<file path="src/rtl/pinball_pkg.sv">
`default_nettype none
// ============================================================================
//  Module      : pinball_pkg
//  Description : Shared constants for the pinball switch conditioner and the
//                downstream scoring FSM. Contains the hit index map, the
//                default debounce/tilt parameters, and the hit arbiter helper.
//  Revision    : 1.0 - initial release
// ============================================================================
package pinball_pkg;

    // Hit index map. A lower index means a higher arbitration priority.
    localparam int GO       = 0;
    localparam int BOP      = 1;
    localparam int WHAM     = 2;
    localparam int BASH     = 3;
    localparam int WIPE     = 4;
    localparam int NUM_HITS = 5;

    // Default tuning, shared with the scorer and the testbench.
    localparam int DEF_DEB_CYCLES  = 4;
    localparam int DEF_DEB_W       = 3;
    localparam int DEF_TILT_NUDGES = 3;
    localparam int DEF_TILT_WINDOW = 64;
    localparam int DEF_WIN_W       = 7;

    // Isolates the lowest set request bit, which is the highest-priority hit.
    function automatic logic [NUM_HITS-1:0] grant_first(input logic [NUM_HITS-1:0] req);
        return req & (~req + NUM_HITS'(1));
    endfunction

endpackage
`default_nettype wire

</file>
<file path="src/rtl/switch_debounce.sv">
`default_nettype none
// ============================================================================
//  Module      : switch_debounce
//  Description : Two-flop synchronizer followed by a counting debouncer for a
//                single raw contact. A change is accepted once the synced
//                value has differed from the debounced state for DEB_CYCLES
//                consecutive cycles.
//  Ports       : CLK   - system clock
//                INIT  - asynchronous active-high reset (switch seen as open)
//                raw   - raw asynchronous contact
//                level - debounced switch state
//                rise  - one-cycle pulse, high in the cycle before level
//                        goes 0->1
//  Revision    : 1.0 - initial release
// ============================================================================
module switch_debounce #(
    parameter int DEB_CYCLES = 4,
    parameter int DEB_W      = 3
) (
    input  logic CLK,
    input  logic INIT,
    input  logic raw,
    output logic level,
    output logic rise
);

    logic             r_sync1;
    logic             r_sync2;
    logic             r_level;
    logic [DEB_W-1:0] r_cnt;
    logic             w_differ;
    logic             w_flip;

    assign w_differ = r_sync2 ^ r_level;
    assign w_flip   = w_differ && (r_cnt == DEB_W'(DEB_CYCLES - 1));

    always_ff @(posedge CLK or posedge INIT) begin
        if (INIT) begin
            r_sync1 <= 1'b0;
            r_sync2 <= 1'b0;
            r_level <= 1'b0;
            r_cnt   <= '0;
        end else begin
            r_sync1 <= raw;
            r_sync2 <= r_sync1;
            if (w_flip) begin
                r_level <= r_sync2;
                r_cnt   <= '0;
            end else if (w_differ) begin
                r_cnt   <= r_cnt + DEB_W'(1);
            end else begin
                r_cnt   <= '0;
            end
        end
    end

    assign level = r_level;
    // Event is decoded from the flip condition itself so the downstream
    // pending register captures it on the same edge the level flips.
    assign rise  = w_flip & r_sync2;

endmodule
`default_nettype wire

</file>
<file path="src/rtl/pinball_switch_conditioner.sv">
`default_nettype none
// ============================================================================
//  Module      : pinball_switch_conditioner
//  Description : Conditions raw playfield contacts into clean one-cycle hit
//                pulses (serialized by fixed priority), a launch pulse and a
//                latched tilt level.
//  Ports       : CLK, INIT             - clock, async active-high reset
//                GO/BOP/WHAM/BASH/WIPE_SW, LAUNCH_SW, NUDGE_SW - raw contacts
//                TILT_CLR              - synchronous tilt clear
//                GO/BOP/WHAM/BASH/WIPE_OUT_HIT - one-hot-or-zero hit pulses
//                START_BALL            - launch pulse
//                TILT                  - latched tilt level
//  Revision    : 1.0 - initial release
// ============================================================================
module pinball_switch_conditioner
    import pinball_pkg::*;
#(
    parameter int DEB_CYCLES  = DEF_DEB_CYCLES,
    parameter int DEB_W       = DEF_DEB_W,
    parameter int TILT_NUDGES = DEF_TILT_NUDGES,
    parameter int TILT_WINDOW = DEF_TILT_WINDOW,
    parameter int WIN_W       = DEF_WIN_W
) (
    input  logic CLK,
    input  logic INIT,
    input  logic GO_SW,
    input  logic BOP_SW,
    input  logic WHAM_SW,
    input  logic BASH_SW,
    input  logic WIPE_SW,
    input  logic LAUNCH_SW,
    input  logic NUDGE_SW,
    input  logic TILT_CLR,
    output logic GO_HIT,
    output logic BOP_HIT,
    output logic WHAM_HIT,
    output logic BASH_HIT,
    output logic WIPE_OUT_HIT,
    output logic START_BALL,
    output logic TILT
);

    localparam int NUM_SW     = NUM_HITS + 2;
    localparam int LAUNCH_IDX = NUM_HITS;
    localparam int NUDGE_IDX  = NUM_HITS + 1;
    localparam int CNT_W      = $clog2(TILT_NUDGES + 1);

    logic [NUM_SW-1:0]   w_raw;
    logic [NUM_SW-1:0]   w_rise;
    logic [NUM_SW-1:0]   w_levels_unused;

    logic [NUM_HITS-1:0] r_pend;
    logic [NUM_HITS-1:0] r_hit;
    logic [NUM_HITS-1:0] w_grant;
    logic [NUM_HITS-1:0] w_pend_next;
    logic                r_launch_d;
    logic                r_start;
    logic                r_tilt;
    logic                w_tilt_next;
    logic                w_block;
    logic [CNT_W-1:0]    r_nudge_cnt;
    logic [CNT_W-1:0]    w_cnt_next;
    logic [WIN_W-1:0]    r_timer;
    logic [WIN_W-1:0]    w_timer_next;
    logic                w_nudge;
    logic                w_window_end;

    assign w_raw = {NUDGE_SW, LAUNCH_SW, WIPE_SW, BASH_SW, WHAM_SW, BOP_SW, GO_SW};

    generate
        for (genvar i = 0; i < NUM_SW; i++) begin : g_deb
            switch_debounce #(
                .DEB_CYCLES (DEB_CYCLES),
                .DEB_W      (DEB_W)
            ) u_deb (
                .CLK   (CLK),
                .INIT  (INIT),
                .raw   (w_raw[i]),
                .level (w_levels_unused[i]),
                .rise  (w_rise[i])
            );
        end
    endgenerate

    // ------------------------------------------------------------------ tilt
    assign w_nudge      = w_rise[NUDGE_IDX];
    assign w_window_end = (r_timer == WIN_W'(TILT_WINDOW - 1));
    // Clear dominates a coincident threshold.
    assign w_tilt_next  = !TILT_CLR && (r_tilt || (r_nudge_cnt == CNT_W'(TILT_NUDGES)));
    // Suppress on the edge tilt rises as well, so no pulse ever overlaps TILT.
    assign w_block      = r_tilt | w_tilt_next;

    always_comb begin
        w_cnt_next   = r_nudge_cnt;
        w_timer_next = r_timer;
        if (TILT_CLR) begin
            w_cnt_next   = '0;
            w_timer_next = '0;
        end else if ((r_nudge_cnt == '0) || w_window_end) begin
            // Idle or window just expired: a nudge here opens a fresh window.
            w_cnt_next   = w_nudge ? CNT_W'(1) : '0;
            w_timer_next = '0;
        end else begin
            w_timer_next = r_timer + WIN_W'(1);
            if (w_nudge && (r_nudge_cnt != CNT_W'(TILT_NUDGES)))
                w_cnt_next = r_nudge_cnt + CNT_W'(1);
        end
    end

    // ------------------------------------------------------------ arbitration
    assign w_grant = grant_first(r_pend);
    // New events are OR-ed after the grant is removed: a re-hit on the bit
    // being granted stays pending for a second pulse.
    assign w_pend_next = w_block ? '0 : ((r_pend & ~w_grant) | w_rise[NUM_HITS-1:0]);

    always_ff @(posedge CLK or posedge INIT) begin
        if (INIT) begin
            r_pend      <= '0;
            r_hit       <= '0;
            r_launch_d  <= 1'b0;
            r_start     <= 1'b0;
            r_tilt      <= 1'b0;
            r_nudge_cnt <= '0;
            r_timer     <= '0;
        end else begin
            r_pend      <= w_pend_next;
            r_hit       <= w_block ? '0 : w_grant;
            // Extra stage keeps launch latency equal to the hit path.
            r_launch_d  <= w_rise[LAUNCH_IDX] & ~w_block;
            r_start     <= r_launch_d & ~w_block;
            r_tilt      <= w_tilt_next;
            r_nudge_cnt <= w_cnt_next;
            r_timer     <= w_timer_next;
        end
    end

    assign GO_HIT       = r_hit[GO];
    assign BOP_HIT      = r_hit[BOP];
    assign WHAM_HIT     = r_hit[WHAM];
    assign BASH_HIT     = r_hit[BASH];
    assign WIPE_OUT_HIT = r_hit[WIPE];
    assign START_BALL   = r_start;
    assign TILT         = r_tilt;

endmodule
`default_nettype wire
</file>
<file path="config.mk">
export PLATFORM = sky130hd
export DESIGN_NAME = pinball_switch_conditioner
export DESIGN_NICKNAME = d
export VERILOG_FILES = /design/src/rtl/pinball_pkg.sv /design/src/rtl/switch_debounce.sv /design/src/rtl/pinball_switch_conditioner.sv
export SDC_FILE = /design/constraint.sdc
export NUM_CORES = 1
export LEC_CHECK = 0
export CAP_MARGIN = 30
export CORE_MARGIN = 1.5
export CORE_UTILIZATION = 52
export CTS_CLUSTER_DIAMETER = 120
export DETAILED_ROUTE_END_ITERATION = 7
export PLACE_DENSITY = 0.74
export SETUP_SLACK_MARGIN = 0.5
export SLEW_MARGIN = 20
export SYNTH_ARGS = -nofsm -noshare
export SYNTH_HDL_FRONTEND = slang
export SYNTH_SLANG_ARGS = --single-unit
</file>
<file path="constraint.sdc">
create_clock -name CLK -period 2.14 [get_ports CLK]
set_input_delay 0.428 -clock CLK [delete_from_list [all_inputs] [get_ports CLK]]
set_output_delay 0.428 -clock CLK [all_outputs]
set_load 0.05 [all_outputs]
</file>
Yosys cells after proc, flatten, opt, wreduce, memory -nomap -nowiden

Index checks and enable logic that the tools add are counted.

Add/subtract/negate cells: 10
Equal/unequal tests: 10
Muxes and demuxes: 22
Bitwise gates (word level): 23
Reductions and logical operators: 14

Operators with widths:

| kind                  | number |
|---|---|
| $mux W3               | 14 |
| $add A3 B1 Y3 const B | 7 |
| $eq A3 B2 Y1 const B  | 7 |
| $mux W7               | 2 |
| $and A5 B5 Y5         | 2 |
| $mux W5               | 2 |
| $not A5 Y5            | 2 |
| $and A1 B1 Y1         | 9 |
| $logic_and A1 B1 Y1   | 9 |
| $add A7 B1 Y7 const B | 1 |
| $eq A7 B6 Y1 const B  | 1 |
| $xor A1 B1 Y1         | 7 |
| $mux W2               | 3 |
| $add A5 B1 Y5 const B | 1 |
| $or A5 B5 Y5          | 1 |
| $reduce_bool A3 Y1    | 1 |
| $add A2 B1 Y2 const B | 1 |
| $eq A2 B2 Y1 const B  | 1 |
| $logic_not A2 Y1      | 1 |
| $logic_or A1 B1 Y1    | 2 |
| $ne A2 B2 Y1 const B  | 1 |
| $logic_not A1 Y1      | 1 |
| $mux W1               | 1 |
| $not A1 Y1            | 1 |
| $or A1 B1 Y1          | 1 |

Flip-flop bits (word level): 64
Input port bits: 10
Output and inout bits: 7
Word-level logic and storage cells: 114

Depth between registers and ports, before layout

Gate-level depths: netlist of run 1.

Word-level depth: 7
Depth in mapped cells: 6
Mapped depth without buffers: 6

Cells and area by module

From an unflattened synthesis of run 1, not the netlist that was laid out.

Cells, all modules: 210
Area, all modules: 2,528.7 um2

By module, submodules not included:

| module                     | times used | cells each | area an instance (um2) | sequential area each (um2) |
|---|---|---|---|---|
| switch_debounce            | 7          | 18         | 230.2                  | 150.1 |
| pinball_switch_conditioner | 1          | 84         | 917.1                  | 550.5 |

Least setup slack after synthesis of run 1

No wires, ideal clock.

Kind: flip-flop to flip-flop
Start: register r_timer[0]
End: register r_nudge_cnt[0]
Library setup time: 0.129 ns
Arrival time: 1.246 ns
Data required time: 2.011 ns
Setup slack: 0.766 ns
Stages on the path, launching flop included: 6
Buffers on the path: 0
Period minus slack after synthesis: 1.374 ns
Cell sequence: dfrtp_1 > ha_1 > and4_4 > a31oi_4 > mux2i_1 > a31oi_1

Word-level cells in the longest chain between the ends: 4
Elaborated cells on any way between the ends: 5
Those cells by class: eq/ne: 1; mux: 2; reduce/logical: 2

RTL lines:

| element                | RTL line                          | RTL |
|---|---|---|
| from (decl)            | pinball_switch_conditioner.sv:63  | `logic [WIN_W-1:0] r_timer;` |
| from (signal assigned) | pinball_switch_conditioner.sv:133 | `r_timer <= w_timer_next;` |
| $eq A7 B6 Y1 (*)       | pinball_switch_conditioner.sv:87  | `assign w_window_end = (r_timer == WIN_W'(TILT_WINDOW - 1));` |
| $logic_or A1 B1 Y1 (*) | pinball_switch_conditioner.sv:99  | `end else if ((r_nudge_cnt == '0) \|\| w_window_end) begin` |
| $mux W2                | pinball_switch_conditioner.sv:99  |  |
| $mux W2                | pinball_switch_conditioner.sv:96  | `if (TILT_CLR) begin` |
| to (signal assigned)   | pinball_switch_conditioner.sv:132 | `r_nudge_cnt <= w_cnt_next;` |
| to (decl)              | pinball_switch_conditioner.sv:61  | `logic [CNT_W-1:0] r_nudge_cnt;` |

Mark *: on every way between the ends. The rest lies on a longest branch, timed or not.
A chain may end at the register's enable or synchronous reset.

Worst setup path after layout of run 1

Start: register r_hit[0]
End: output GO_HIT

RTL lines:

| element                | RTL line                          | RTL |
|---|---|---|
| from (decl)            | pinball_switch_conditioner.sv:53  | `logic [NUM_HITS-1:0] r_hit;` |
| from (signal assigned) | pinball_switch_conditioner.sv:127 | `r_hit <= w_block ? '0 : w_grant;` |
| to (decl)              | pinball_switch_conditioner.sv:34  | `output logic GO_HIT,` |

No word-level cell between the ends.

==> results of run 1 <==
area by class of cell:
class / instances / area share (%)
Timing Repair Buffer: 17 / 5.70
Clock buffer: 10 / 4.58
Sequential cell: 64 / 53.3
Multi-Input combinational cell: 116 / 27.4
Tap cell: 67 / 2.79
Inverter: 27 / 3.50
Clock inverter: 6 / 2.75
power groups by stage:
stage	logic [mW]	registers (mW)	clock network (mW)
2_1_floorplan	0.452	1.60	0
3_3_place_gp	0.586	1.59	0
3_5_place_dp	0.625	1.60	0
4_1_cts	0.620	1.58	1.14
5_1_grt	0.719	1.60	1.19
6_report	0.599	1.57	1.10
cell usage in the layout, fill, tap and decap left out, drive strengths merged, types with 3 or more instances in the layout:
cell type / n
o21ai: 7
nor2: 34
clkbuf: 11
xor2: 9
nor3: 5
dlygate4sd2: 3
a31oi: 3
mux2: 3
clkdlybuf4s50: 9
a21oi: 5
ha: 17
dfrtp: 64
nand3: 4
nand2: 6
clkinv: 3
inv: 26
nand2b: 7
clkdlybuf4s15: 3
worst register-to-register path, cell delays in order (launching register included):
cell and delay (ns):
dfrtp_1 0.39, ha_1 0.24, and4_4 0.21, a31oi_4 0.19
mux2i_1 0.20, a31oi_1 0.09
stage by stage:
stage	utilization, %	total power, mW	worst slack, ns	cells	hold WS, ns
finish	63.7	3.28	0.555	307	0.347
global route	63.7	3.51	0.510	307	0.359
CTS	63.7	3.34	0.430	307	0.351
detailed placement	59.2	2.22	0.353	291	0.336
global placement	59.2	2.17	0.382	291	0.333
floorplan	-	2.05	0.766	208	0.331
layer usage:
layer / GRT usage [%] / vias up / wire length, um
met4: 10.1 / 0 / 21
li1: - / 725 / -
met2: 22.4 / 16 / 1520
met3: 4.14 / 2 / 73
met1: 18.8 / 661 / 1540
met5: 0 / - / 0
cells by family after synthesis:
group	count (synthesis)	share of synthesized area (%)
xor gates and xnor gates	11	3.80
and+or+nand+nor	67	14.1
muxes	4	1.72
DFF	64	63.1
AOI/OAI and AO/OA	17	4.48
adders and majority gates	17	8.38
buffers and inverters	28	4.44
flip-flops by register name (all words and copies together) (netlist names), 2 cells and up:
register	count
r_timer	7
g_deb.u_deb.r_sync1	7
r_pend	5
g_deb.u_deb.r_cnt	21
g_deb.u_deb.level	7
g_deb.u_deb.r_sync2	7
r_hit	5
r_nudge_cnt	2
how the worst min path moves through the flow:
stage,cells after the start,slack [ns],startpoint,endpoint
2_1_floorplan,0,0.33,g_deb[0].u_deb.r_sync1$_DFF_PP0_,g_deb[0].u_deb.r_sync2$_DFF_PP0_
3_3_place_gp,0,0.33,g_deb[2].u_deb.r_sync1$_DFF_PP0_,g_deb[2].u_deb.r_sync2$_DFF_PP0_
3_5_place_dp,0,0.34,g_deb[0].u_deb.r_sync1$_DFF_PP0_,g_deb[0].u_deb.r_sync2$_DFF_PP0_
4_1_cts,0,0.35,g_deb[5].u_deb.r_sync1$_DFF_PP0_,g_deb[5].u_deb.r_sync2$_DFF_PP0_
5_1_grt,0,0.36,g_deb[5].u_deb.r_sync1$_DFF_PP0_,g_deb[5].u_deb.r_sync2$_DFF_PP0_
6_report,0,0.35,g_deb[5].u_deb.r_sync1$_DFF_PP0_,g_deb[5].u_deb.r_sync2$_DFF_PP0_
what timing repair did:
action / 4_1_cts / 5_1_grt
setup endpoints to repair: 7 / 4
setup buffers: 0 / 0
resized for setup: 7 / 5
pin swaps: 0 / 0
==> run_results.csv, run 1 <==
group,metric,value,unit
critical_path,crit_buf_inv,1,
timing,post_route_clock_period_utilization,74.1,%
place,post_dp_cell_area,2800,um2
critical_path,startpoint_type,"register",
logic_synthesis,dominantRegCellSynth,"dfrtp_1",
power_and_ir_drop,powerDensity,1090,nW/um2
timing,rsz0062_at_grt,"no",
logic_synthesis,netlist_area,2540,um2
logic_synthesis,postSynthNetCount,235,
drt,route.vias.total,1404,
critical_path,regToRegSetupSlack,0.70,ns
logic_synthesis,edff_count_synth,0,
logic_synthesis,synth.area.top_cells,"dfrtp_1, ha_1, nor2_1, inv_1, xor2_1",
timing,worst_slew_margin_rel,67.4,%
critical_path,r2r_start,"r_timer[0]$_DFF_PP0_",
logic_synthesis,synth_cell_type_count,31,
layout,num-nets-final,262,
grt,number_of_global_route_vias_before_repair,1382,
layout,seq_area,1600,um2
timing,worst-slew-pin-transition,0.492,ns
power_and_ir_drop,seq_power_share,48.0,%
drt,drt-pass1-iter-count,4,
timing,timing_hold_violations_final,0,
layout,multi_input_comb_area,825,um2
critical_path,crit_path_start,"r_hit[0]$_DFF_PP0_",
floorplanning,die_area,5310,um2
critical_path,cpLargestDelayFamily,"buffers and inverters",
critical_path,path_max_fanout,1,
power_and_ir_drop,p_sw,879,uW
clock_network,worst_setup_hold_path_clk_slew,0.07,ns
grt,grt_start_max_net_pins,65,
clock_network,cts_tree,"built",
critical_path,endpoint_kind,"output pin",
logic_synthesis,ys_ff_latch,64,
layout,filler_cell_count,370,
place,io_buffers,16,
logic_synthesis,netlist.area_leader.share,63.1,%
job,max-cap-violations,0,
logic_synthesis,dominant_cell_by_count_in_the_synthesized_netlist,"dfrtp_1",
grt,grt_util_all_layers,14.9,%
grt,grt_antenna_before_repair,0,
layout,num_antenna_cells,0,
critical_path,critical_path_arrival,1.16,ns
timing,achievable-frequency,631,MHz
critical_path,setup.worst_path.class,"register to output pin",
clock_network,cts_made_buffers,9,
logic_synthesis,yosys_synthesis_warning_count,0,
logic_synthesis,cell_taking_the_most_area_after_synthesis,"dfrtp_1",
critical_path,cp-endpoint,"GO_HIT",
floorplanning,row_count,25,
critical_path,cpPeakStageDelay,0.52,ns
logic_synthesis,synthArstFlopShare,100,%
layout,layout-drive-gt1-share,12.5,%
clock_network,tritoncts_num_sinks,64,
drt,vias_per_cell,4.57,
logic_synthesis,syn-mean-instance-area,12.2,um2
layout,finalInstanceArea,3010,um2
drt,final_antenna_net_count,0,
layout,syn_to_final_growth,18.4,%
worst_hold_path,hold_class,"register to register",
critical_path,cpMaxStageDelayCell,"dlygate4sd2_1",
power_and_ir_drop,irDropWorstVdd,0.780,mV
floorplanning,number_of_placed_i_o_pins,17,
floorplanning,die-width,72.9,um
timing,fin_tns_setup,0,ns
grt,grt_first_pass_wirelength,5810,um
clock_network,clockRootBuffer,"clkbuf_8",
drt,wirelength,3160,um
floorplanning,start_util,53.7,%
critical_path,r2r_cells,5,
timing,clock-skew-final,0.00874,ns
power_and_ir_drop,sw_frac_of_total,26.8,%
power_and_ir_drop,leakagePower,1.45,nW
logic_synthesis,post_synthesis_sequential_area_ratio,63.1,%
floorplanning,die_ht,72.9,um
logic_synthesis,syn_inst,208,
power_and_ir_drop,power_frac_comb,18.3,%
timing,setup-violations-final,0,
floorplanning,placeableCoreArea,4720,um2
drt,drt_drc,0,
critical_path,critical_path_required,1.71,ns
drt,drt-initial-drc-count,94,
timing,finalMaxSlewViolations,0,
power_and_ir_drop,p_int,2.40,mW
critical_path,worst_r2r_endpoint,"r_nudge_cnt[0]$_DFFE_PP0P_",
critical_path,critical_path_cell_count,1,
place,place.detailed.hpwl,2240,um
grt,grt.overflow.total,0,
clock_network,htree_levels,3,
place,gpl.final_weighted_congestion,0.669,
power_and_ir_drop,clock_power_share,33.7,%
clock_network,cts_max_path_buffers,2,
critical_path,critical_path.cell_chain,"dlygate4sd2_1",
status,run_status,"finished clean",
clock_network,clock_insertion_delay_worst_skew,0.32,ns
drt,route.detailed.wl_per_inst,10.3,um
logic_synthesis,synth_commonest_cells,"dfrtp_1, nor2_1, inv_1",
timing,finalCriticalPeriod,1.59,ns
clock_network,cts_hold_repair.buffers,0,
(Power assumes the default switching activity.)
==> run 2, diff against run 1 <==
==> constraint.sdc (replaced) <==
create_clock -name CLK -period 1.4 [get_ports CLK]
set_input_delay 0.28 -clock CLK [delete_from_list [all_inputs] [get_ports CLK]]
set_output_delay 0.28 -clock CLK [all_outputs]
set_load 0.05 [all_outputs]
==> run 2 against run 1 <==
The flow now finishes with violations (negative setup slack). Sequential cell count unchanged. Combinational power increased to 2.9 times the previous value. Cell area increased by 23%. Critical path depth grew 5. Critical path type is now register to register. Register-to-register slack worse by 0.71 ns. Total power increased by 74%. Sequential share of layout area shrank 10 points. Largest cell class unchanged.
==> run_results.csv, run 2 (synthesis results as in run 1) <==
group,metric,value,unit
status,run_status,"finished with violations",
status,violations,"negative setup slack",
drt,drt-initial-drc-count,92,
timing,worst_slack,-0.00699,ns
clock_network,cts_tree,"built",
place,place.detailed.hpwl,2620,um
drt,drt_drc,0,
clock_network,worst_setup_hold_path_clk_slew,0.07,ns
power_and_ir_drop,irDropWorstVdd,0.958,mV
timing,post_route_clock_period_utilization,100,%
timing,fin_tns_setup,-0.00699,ns
grt,grt_start_max_net_pins,39,
clock_network,tritoncts_num_sinks,64,
power_and_ir_drop,powerDensity,1540,nW/um2
critical_path,setup.worst_path.class,"register to register",
grt,grt.overflow.total,0,
critical_path,crit_buf_inv,0,
clock_network,cts_hold_repair.buffers,0,
critical_path,critical_path_required,1.65,ns
floorplanning,number_of_placed_i_o_pins,17,
floorplanning,placeableCoreArea,4720,um2
timing,clock-skew-final,0.0109,ns
floorplanning,die_area,5310,um2
timing,timing_hold_violations_final,0,
drt,wirelength,4590,um
clock_network,clock_insertion_delay_worst_skew,0.34,ns
job,max-cap-violations,0,
drt,route.vias.total,1588,
layout,syn_to_final_growth,46.0,%
timing,worst_slew_margin_rel,78.6,%
floorplanning,start_util,53.7,%
layout,mostFrequentLayoutCells,"dfrtp_1, inv_1, nor2_1",
layout,num-nets-final,284,
timing,worst-slew-pin-transition,0.321,ns
worst_hold_path,hold_class,"primary input to asynchronous set/reset pin",
timing,achievable-frequency,711,MHz
grt,number_of_global_route_vias_before_repair,1642,
timing,setup-violations-final,1,
layout,largest_reg_flops,21,
grt,grt_antenna_before_repair,0,
clock_network,cts_made_buffers,9,
clock_network,htree_levels,3,
critical_path,path_max_fanout,5,
clock_network,cts_max_path_buffers,2,
critical_path,r2r_start,"g_deb[6].u_deb.r_cnt[0]$_DFF_PP0_",
floorplanning,die_ht,72.9,um
grt,grt_first_pass_wirelength,7130,um
critical_path,cpMaxStageDelayCell,"dfrtp_1",
clock_network,clockRootBuffer,"clkbuf_8",
layout,final_util,78.5,%
floorplanning,die-width,72.9,um
timing,rsz0062_at_grt,"yes",
drt,vias_per_cell,4.84,
timing,finalMaxSlewViolations,0,
place,io_buffers,16,
critical_path,critical_path.cell_chain,"ha_2, ha_4, and3b_2, nor2_1, mux2i_1, a31oi_1",
critical_path,cpLargestDelayFamily,"flip-flops",
critical_path,cpPeakStageDelay,0.38,ns
critical_path,startpoint_type,"register",
power_and_ir_drop,leakagePower,1.63,nW
drt,drt-pass1-iter-count,4,
timing,finalCriticalPeriod,1.41,ns
drt,final_antenna_net_count,0,
drt,route.detailed.wl_per_inst,14.0,um
layout,final_common_cell,"dfrtp_1",
place,gpl.final_weighted_congestion,0.711,
layout,regMostFlops,"g_deb.u_deb.r_cnt",
critical_path,crit_path_start,"g_deb[6].u_deb.r_cnt[0]$_DFF_PP0_",
critical_path,critical_path_arrival,1.66,ns
layout,num_antenna_cells,0,
critical_path,endpoint_kind,"register",
layout,layout-drive-gt1-share,47.1,%
grt,grt_util_all_layers,18.9,%
floorplanning,row_count,25,
run 2: changes by cell type in the layout (fill, tap and decap cells not counted), moves of 5 or more:
cell      delta
nor2_1      -20
ha_1        -17
buf_4       +13
nor2_2      +13
ha_4        +11
buf_12       +8
buf_6        +8
nand2b_1     -7
nand2b_4     +7
nor2_4       +7
ha_2         +6
o21ai_0      -5
run 2: area by class of cell:
cell class	instances	area, um2
Inverter	27	105
Fill cell	268	1020
Clock inverter	4	45.0
Tap cell	67	83.8
Sequential cell	64	1600
Clock buffer	11	141
Timing Repair Buffer	39	458
Multi-Input combinational cell	116	1270
run 2: worst min-delay path: cells and delay by family:
family,cells,cell delay [ns]
buffers and inverters,3,0.75
run 2: what timing repair did:
item | in CTS | in global routing
hold endpoints to repair | 0 | 0
setup buffers | 11 | 5
pin swaps | 9 | 12
resized for setup | 24 | 37
endpoints found under the setup margin | 56 | 57
run 2: where the power goes:
part	switching [mW]	internal, mW	leakage, nW
clock network	0.663	0.852	0.0989
logic	0.849	0.893	0.700
registers	0.242	2.21	0.830
run 2: final timing paths:
path	cells after the start	endpoint	slack, ns
min in group CLK	0	g_deb[3].u_deb.r_sync2$_DFF_PP0_	0.35
worst max register to register	6	r_nudge_cnt[0]$_DFFE_PP0P_	-0.007
max in group asynchronous	3	g_deb[5].u_deb.r_cnt[2]$_DFF_PP0_	0.76
worst min register to register	0	g_deb[3].u_deb.r_sync2$_DFF_PP0_	0.35
worst max-delay path	6	r_nudge_cnt[0]$_DFFE_PP0P_	-0.007
worst min-delay path	3	r_nudge_cnt[1]$_DFFE_PP0P_	0.33
run 2: layer usage:
| metal | global-route usage [%] | up-vias | wire [um] |
|---|---|---|---|
| met5 | 0 | - | 0 |
| met4 | 10.9 | 0 | 123 |
| met3 | 8.01 | 13 | 167 |
| met2 | 31.2 | 33 | 2410 |
| met1 | 20.3 | 775 | 1900 |
| li1 | - | 767 | - |
run 2: per-stage QoR:
stage	worst slack, ns	instance area, um2	cells	hold slack (ns)	total power [mW]
after floorplan	0.139	2760	208	0.311	3.43
after global placement	-0.0340	3140	297	0.332	3.67
after detailed placement	-0.0485	3140	297	0.335	3.75
after CTS	0.0670	3520	323	0.331	5.44
after global routing	-0.0684	3710	328	0.355	6.10
final	-0.00699	3710	328	0.328	5.71
